### config.mk
export PLATFORM = sky130hd
export DESIGN_NAME = serial_add_ctrl
export DESIGN_NICKNAME = d
export VERILOG_FILES = /design/src/rtl/serial_add_pkg.sv /design/src/rtl/serial_add_ctrl_fa_cell.sv /design/src/rtl/serial_add_ctrl.sv
export SDC_FILE = /design/constraint.sdc
export NUM_CORES = 1
export LEC_CHECK = 0
export CORE_ASPECT_RATIO = 1.2
export CORE_MARGIN = 3
export CORE_UTILIZATION = 40
export DETAILED_ROUTE_END_ITERATION = 10
export HOLD_SLACK_MARGIN = 0.06
export MAX_ROUTING_LAYER = met4
export SLEW_MARGIN = 20
export SYNTH_ARGS = -nofsm -noshare
export SYNTH_HDL_FRONTEND = slang
export SYNTH_SLANG_ARGS = --single-unit
### constraint.sdc
create_clock -name clk_i -period 2.05 [get_ports clk_i]
set_clock_uncertainty 0.15 [all_clocks]
set_input_delay 0.3075 -clock clk_i [delete_from_list [all_inputs] [get_ports clk_i]]
set_output_delay 0.3075 -clock clk_i [all_outputs]
set_load 0.01 [all_outputs]
### src/rtl/serial_add_pkg.sv
// Shared types and limits for the bit-serial adder controller.
package serial_add_pkg;

    localparam int SERIAL_ADD_MAX_WIDTH = 32;

    typedef enum logic [1:0] {
        IDLE  = 2'd0,
        SHIFT = 2'd1,
        DONE  = 2'd2
    } serial_add_state_e;

endpackage

### src/rtl/serial_add_ctrl_fa_cell.sv
// Combinational 1-bit full adder shared by every bit position of a serial add.
module fa_cell (
    input  logic a_i,
    input  logic b_i,
    input  logic c_i,
    output logic s_o,
    output logic cy_o
);

    assign s_o  = a_i ^ b_i ^ c_i;
    assign cy_o = (a_i & b_i) | ((a_i ^ b_i) & c_i);

endmodule

### src/rtl/serial_add_ctrl.sv
// Bit-serial adder controller: sequences one fa_cell over WIDTH-bit operands, LSB first.
// Optional signed-overflow output is enabled by defining SERIAL_ADD_OVF_EN.
module serial_add_ctrl
    import serial_add_pkg::*;
#(
    parameter int WIDTH = 8
) (
    input  logic             clk_i,
    input  logic             rst_n_i,
    input  logic             start_i,
    input  logic [WIDTH-1:0] a_i,
    input  logic [WIDTH-1:0] b_i,
    input  logic             cin_i,
    output logic             busy_o,
    output logic             done_o,
    output logic [WIDTH-1:0] sum_o,
    output logic             cout_o
`ifdef SERIAL_ADD_OVF_EN
  , output logic             ovf_o
`endif
);

    localparam int CNT_W = (WIDTH > 1) ? $clog2(WIDTH) : 1;
    localparam logic [CNT_W-1:0] CNT_LAST = CNT_W'(WIDTH - 1);

    serial_add_state_e state_q, state_d;
    logic [WIDTH-1:0]  op_a_q, op_a_d, op_b_q, op_b_d;
    logic [WIDTH-1:0]  res_q, res_d, res_shift;
    logic [WIDTH-1:0]  sum_q, sum_d;
    logic [CNT_W-1:0]  cnt_q, cnt_d;
    logic              carry_q, carry_d;
    logic              busy_q, busy_d, done_q, done_d;
    logic              cout_q, cout_d;
    logic              ovf_q, ovf_d;
    logic              fa_s, fa_cy, accept;

    fa_cell u_fa (
        .a_i  (op_a_q[0]),
        .b_i  (op_b_q[0]),
        .c_i  (carry_q),
        .s_o  (fa_s),
        .cy_o (fa_cy)
    );

    // Result register with the new sum bit entering at the MSB side.
    always_comb begin
        res_shift            = res_q >> 1;
        res_shift[WIDTH-1]   = fa_s;
    end

    // FSM and datapath next-state; carry_q holds the carry into the MSB on the last bit.
    always_comb begin
        state_d = state_q;
        op_a_d  = op_a_q;
        op_b_d  = op_b_q;
        res_d   = res_q;
        cnt_d   = cnt_q;
        carry_d = carry_q;
        busy_d  = busy_q;
        done_d  = 1'b0;
        sum_d   = sum_q;
        cout_d  = cout_q;
        ovf_d   = ovf_q;
        accept  = 1'b0;
        case (state_q)
            IDLE: begin
                busy_d = 1'b0;
                if (start_i) begin
                    accept = 1'b1;
                end else begin
                    state_d = IDLE;
                end
            end
            SHIFT: begin
                op_a_d  = op_a_q >> 1;
                op_b_d  = op_b_q >> 1;
                res_d   = res_shift;
                carry_d = fa_cy;
                cnt_d   = cnt_q + CNT_W'(1);
                if (cnt_q == CNT_LAST) begin
                    state_d = DONE;
                    busy_d  = 1'b0;
                    done_d  = 1'b1;
                    sum_d   = res_shift;
                    cout_d  = fa_cy;
                    ovf_d   = carry_q ^ fa_cy;
                end else begin
                    busy_d  = 1'b1;
                end
            end
            DONE: begin
                busy_d = 1'b0;
                if (start_i) begin
                    accept = 1'b1;
                end else begin
                    state_d = IDLE;
                end
            end
            default: begin
                state_d = IDLE;
                busy_d  = 1'b0;
            end
        endcase
        if (accept) begin
            state_d = SHIFT;
            op_a_d  = a_i;
            op_b_d  = b_i;
            carry_d = cin_i;
            res_d   = '0;
            cnt_d   = '0;
            busy_d  = 1'b1;
        end else begin
            state_d = state_d;
        end
    end

    // State and output registers with synchronous active-low reset.
    always_ff @(posedge clk_i) begin
        if (!rst_n_i) begin
            state_q <= IDLE;
            op_a_q  <= '0;
            op_b_q  <= '0;
            res_q   <= '0;
            cnt_q   <= '0;
            carry_q <= 1'b0;
            busy_q  <= 1'b0;
            done_q  <= 1'b0;
            sum_q   <= '0;
            cout_q  <= 1'b0;
            ovf_q   <= 1'b0;
        end else begin
            state_q <= state_d;
            op_a_q  <= op_a_d;
            op_b_q  <= op_b_d;
            res_q   <= res_d;
            cnt_q   <= cnt_d;
            carry_q <= carry_d;
            busy_q  <= busy_d;
            done_q  <= done_d;
            sum_q   <= sum_d;
            cout_q  <= cout_d;
            ovf_q   <= ovf_d;
        end
    end

    assign busy_o = busy_q;
    assign done_o = done_q;
    assign sum_o  = sum_q;
    assign cout_o = cout_q;
`ifdef SERIAL_ADD_OVF_EN
    assign ovf_o  = ovf_q;
`else
    logic unused_ovf;
    assign unused_ovf = ovf_q;
`endif

endmodule

== Yosys cells after proc, flatten, opt, wreduce, memory -nomap -nowiden ==
Index checks and enable logic that the tools add are counted.
W data, S select, Z words.

* Register bits after elaboration: 41
* Bits of input ports: 20
* Output and inout port bits: 11

* Add/sub/neg operators: 1
* Equality and inequality tests: 7
* Muxes and demuxes: 16
* Bitwise operators: 6
* Reductions and logical operators: 8

{| class="wikitable"
|+ Operators by type and width
! operator !! number
|-
| $mux W8 || 4
|-
| $mux W1 || 9
|-
| $reduce_and A2 Y1 || 4
|-
| $mux W2 || 2
|-
| $ne A2 B2 Y1 const B || 2
|-
| $pmux W2 S2 || 1
|-
| $reduce_or A2 Y1 || 2
|-
| $add A3 B1 Y3 const B || 1
|-
| $eq A3 B3 Y1 const B || 1
|-
| $ne A3 B2 Y1 const B || 1
|-
| $ne A3 B3 Y1 const B || 1
|-
| $and A1 B1 Y1 || 2
|-
| $eq A2 B1 Y1 const B || 1
|-
| $eq A2 B2 Y1 const B || 1
|-
| $logic_not A2 Y1 || 1
|-
| $reduce_bool A2 Y1 || 1
|-
| $xor A1 B1 Y1 || 2
|-
| $not A1 Y1 || 1
|-
| $or A1 B1 Y1 || 1
|}

== Depth between registers and ports, before layout ==
* Depth after elaboration: 5
* Depth in mapped cells: 5
* Gate-level depth less buffers: 5

== By module ==
From an unflattened synthesis, not the netlist that was laid out.

* Cells, all modules: 188
* Area total of the unflattened synthesis: 1585.3 sq um

{| class="wikitable"
|+ Modules (own cells, without submodules)
! module !! instances !! cells an instance !! area each (sq um) !! seq. area each (sq um)
|-
| serial_add_ctrl || 1 || 187 || 1565.3 || 800.8
|-
| fa_cell || 1 || 1 || 20.0 || 0.0
|}

== Least setup slack after synthesis ==
No wires, ideal clock.

* Path type: reg-to-reg
* From: reg cnt_q[0]
* To: reg sum_q[1] (netlist: sum_o[1])
* Data arrival time: 1.129 ns
* Slack: 0.696 ns
* Stages on the path, launching flop included: 6
* Buffers on the path: 1
* Clock period less this slack: 1.354 ns
* Cells stage by stage: dfxtp_1 -> ha_1 -> ha_1 -> buf_1 -> nand3_1 -> a21boi_0

* Cells in the longest elaborated chain, start to end: 2

{| class="wikitable"
|+ RTL lines
! element !! RTL line !! RTL
|-
| start, declared || serial_add_ctrl.sv:30 || <nowiki>logic [CNT_W-1:0] cnt_q, cnt_d;</nowiki>
|-
| start signal, assigned || serial_add_ctrl.sv:136 || <nowiki>cnt_q <= cnt_d;</nowiki>
|-
| $eq A3 B3 Y1 || serial_add_ctrl.sv:80 || <nowiki>if (cnt_q == CNT_LAST) begin</nowiki>
|-
| $reduce_and A2 Y1 (no line) || n/a ||
|-
| end signal, assigned || serial_add_ctrl.sv:140 || <nowiki>sum_q <= sum_d;</nowiki>
|-
| end, declared || serial_add_ctrl.sv:29 || <nowiki>logic [WIDTH-1:0] sum_q, sum_d;</nowiki>
|}

Every way passes these cells.
A chain may end at the register's enable or synchronous reset.

== Worst setup path in the final report ==
* From: reg sum_q[4] (netlist: sum_o[4])
* To: out sum_o[4]

{| class="wikitable"
|+ RTL lines
! element !! RTL line !! RTL
|-
| end, declared || serial_add_ctrl.sv:16 || <nowiki>output logic [WIDTH-1:0] sum_o,</nowiki>
|}

No word-level cell between the ends.

==> results.toml <==
[drt]
wire_length_reported_by_the_detailed_router_mm = 3.140
num_vias = 1331
route.met2.wl_mm = 1.544
drt_first_iter_violations = 54
route.met3.wl_um = 170
routed_via_density = 4.930
drc = 0
final_antenna_net_count = 0
met1_layer_wirelength_in_the_final_routing_mm = 1.373
highest-signal-layer = "met4"
wl_per_cell_um = 11.63
drt-pass1-iter-count = 4

[setup_path]
kind_of_capture_point_of_the_worst_setup_path = "output pin"
worst-endpoint-arrival_ns = 1.16
reg2reg_setup_slack_ns = 0.44
critPathSlowestCell = "clkdlybuf4s50_1"
max_fo_critical_path = 2
r2r-end = "sum_o[2]"
crit_path_end = "sum_o[4]"
reg2regPathDepth = 5
critPathBufInv = 1
critPathKind = "reg -> out"
timing.critical_path.cells = "clkdlybuf4s50_1"
critical_path_depth = 1
setup.worst_path.start_class = "flip-flop"
r2r-start = "cnt_q[0]"
critical_path_data_required_time_ns = 1.59
critical_path_source = "sum_o[4]"
critPathTopFamily = "buffers and inverters"
cp_slowest_stage_delay_ns = 0.54

[power]
power.share.clock_pct = 38.1
vdd.ir_drop.worst_uv = 398.4
power.sequential.fraction_pct = 51.4
p_sw_mw = 0.3627
intPower_mw = 1.253
cellPowerDensity_mw_per_mm2 = 798.8
pwr-share-comb_pct = 10.6
p_leak_nw = 0.7095
fraction_of_power_spent_switching_nets_pct = 22.44

[synth]
synth-xor-area-share_pct = 0.5525
yosys.area_share.simple_pct = 21.55
synth_mux_area_share_pct = 0
ys_ff_latch = 40
synth_fa_ha_area_share_pct = 2.841
area_of_the_mapped_netlist_mm2 = 0.001585
sequential_to_total_area_share_from_yosys_stat_pct = 50.51
synthesis.yosys.warnings = 0
synthesis.area_per_instance_um2 = 8.388
synthDistinctLibCells = 25
synth_compound_area_share_pct = 19.18
synth_top_family_by_area = "simple AND/OR/NAND/NOR gates"
synthCells = 189
syn-num-nets = 212

[grt]
globalRouteTotalUtil_pct = 14.81
grt_remaining_overflow = 0
grt_first_pass_wirelength_mm = 5.409
antenna_found_initial = 0
number_of_global_route_vias_before_repair = 1280
grt_start_max_net_pins = 37

[floorplanning]
row_cnt = 24
die_height_um = 74.96
fp.dieArea_mm2 = 0.004758
core_mm2 = 0.003724
die_w_um = 63.47
initial_cell_density_of_the_core_pct = 42.57
io_pins = 31

[clock_tree]
buffers_from_clock_root_to_sink_at_most = 2
cts_setup_buffers = 0
cts.root.buffer_cell = "clkbuf_8"
clkLatencyLatePin_ns = 0.28
clkTransAtPathRegs_ns = 0.07
clkSinkCount = 40
htree_levels = 2
cts_inserted_buffers = 5
hold_buffer_count_at_cts = 0
tritoncts = "done"
postCtsResizedCells = 0

[placement]
detailedPlacementHpwl_mm = 2.179
routabilityCongestion = 0.7249
place.port_buffers = 30

[timing]
final-max-slew-violation-count = 0
fin_tns_setup_ns = 0
final_min_period_over_clock_period_pct = 78.83
fmax_mhz = 618.8
timing_worst_slew_pin_value_ns = 0.4251
final_hold_viol_count = 0
finalCriticalPeriod_ns = 1.616
rsz0062_at_grt = "false"
timing.max_slew.rel_slack_pct = 71.66
final-setup-viol-count = 0

[cells_and_area]
post-route-util_pct = 54.33
areaGrowthSynthToFinish_pct = 27.62
fillerInstances = 388
layout-drive-gt1-share_pct = 5.963
nets = 240
insertedDiodeCount = 0

[job]
cap_viol_max_count = 0

[status]
outcome = "completed"

[hold_path]
hold_path_class = "reg -> reg"
min_from = "sum_o[7]"
[power by group through the flow]
stage | Combinational [mW] | Sequential, mW | Clock (mW)
5_1_grt | 0.193 | 0.835 | 0.666
3_5_place_dp | 0.171 | 0.848 | 0
2_1_floorplan | 0.112 | 0.845 | 0
3_3_place_gp | 0.166 | 0.847 | 0
6_report | 0.171 | 0.830 | 0.615
4_1_cts | 0.172 | 0.830 | 0.629
[layout by cell type, fill, tap and decap left out, types with 4 or more instances in the layout]
| master | n |
|---|---|
| a21boi_1 | 5 |
| nand3_1 | 11 |
| a31oi_1 | 13 |
| dfxtp_1 | 40 |
| clkdlybuf4s50_1 | 30 |
| o21ai_0 | 14 |
| buf_4 | 4 |
| clkbuf_8 | 5 |
| a21oi_1 | 11 |
| a21boi_0 | 6 |
| nand2_1 | 58 |
[layer usage]
layer  up-vias  global-route usage [%]
li1        691                       -
met1       603                   16.53
met2        32                   25.41
met3         5                   3.134
met4         0                   7.194
met5         -                       -
[sequential cells by signal, summed over array words and instances, names as in the netlist]
name	count
op_b_q	8
carry_q	1
cout_o	1
res_q	7
op_a_q	8
cnt_q	3
sum_o	8
state_q	2
busy_o	1
done_o	1
[area by class of cell]
cell class	count	area (um^2)	share of cell area (%)
clock inverters	2	35.03	1.732
clock buffers	6	72.57	3.587
well taps	52	65.06	3.216
repair buffers	35	350.3	17.32
flip-flops and latches	40	800.8	39.58
multi-input cells	135	699.4	34.57
[cell families after synthesis]
family,count (synthesis)
simple gates,80
compound gates,51
flops,40
buf+inv,14
fa+ha+maj,3
xor+xnor,1
[cell usage after synthesis (all sizes together)]
cell	number	area, um^2
nand2	59	224.0
a21boi	11	82.58
a31oi	13	81.33
clkbuf	3	11.26
and2	2	12.51
o21ai	14	70.07
nand3	11	55.05
and3	2	12.51
a22oi	2	15.01
nand2b	2	12.51
a21oi	11	55.05
ha	2	25.02
nand3b	1	7.510
dfxtp	40	800.8
fa	1	20.02
xnor2	1	8.760
buf	11	73.81
and2b	1	7.510
nor2	1	3.750
nor2b	1	6.260
[how the worst min path moves through the flow]
stage	cells past startpoint	to
detailed placement	2	sum_o[7]
global route	2	sum_o[7]
finish	2	sum_o[7]
floorplan	2	op_a_q[7]
CTS	2	sum_o[7]
global placement	2	sum_o[6]
[metrics by stage]
stage	std cells	power (mW)	worst slack, ns	instance area (um^2)	hold WS [ns]
after global placement	262	1.013	0.4661	1916	0.2943
after global routing	270	1.694	0.2320	2023	0.3244
after floorplan	189	0.9569	0.6957	1585	0.2842
after detailed placement	262	1.020	0.3988	1916	0.2980
final	270	1.616	0.4340	2023	0.3034
after CTS	270	1.631	0.3889	2023	0.3079
Power figures use the tool's default switching activity.
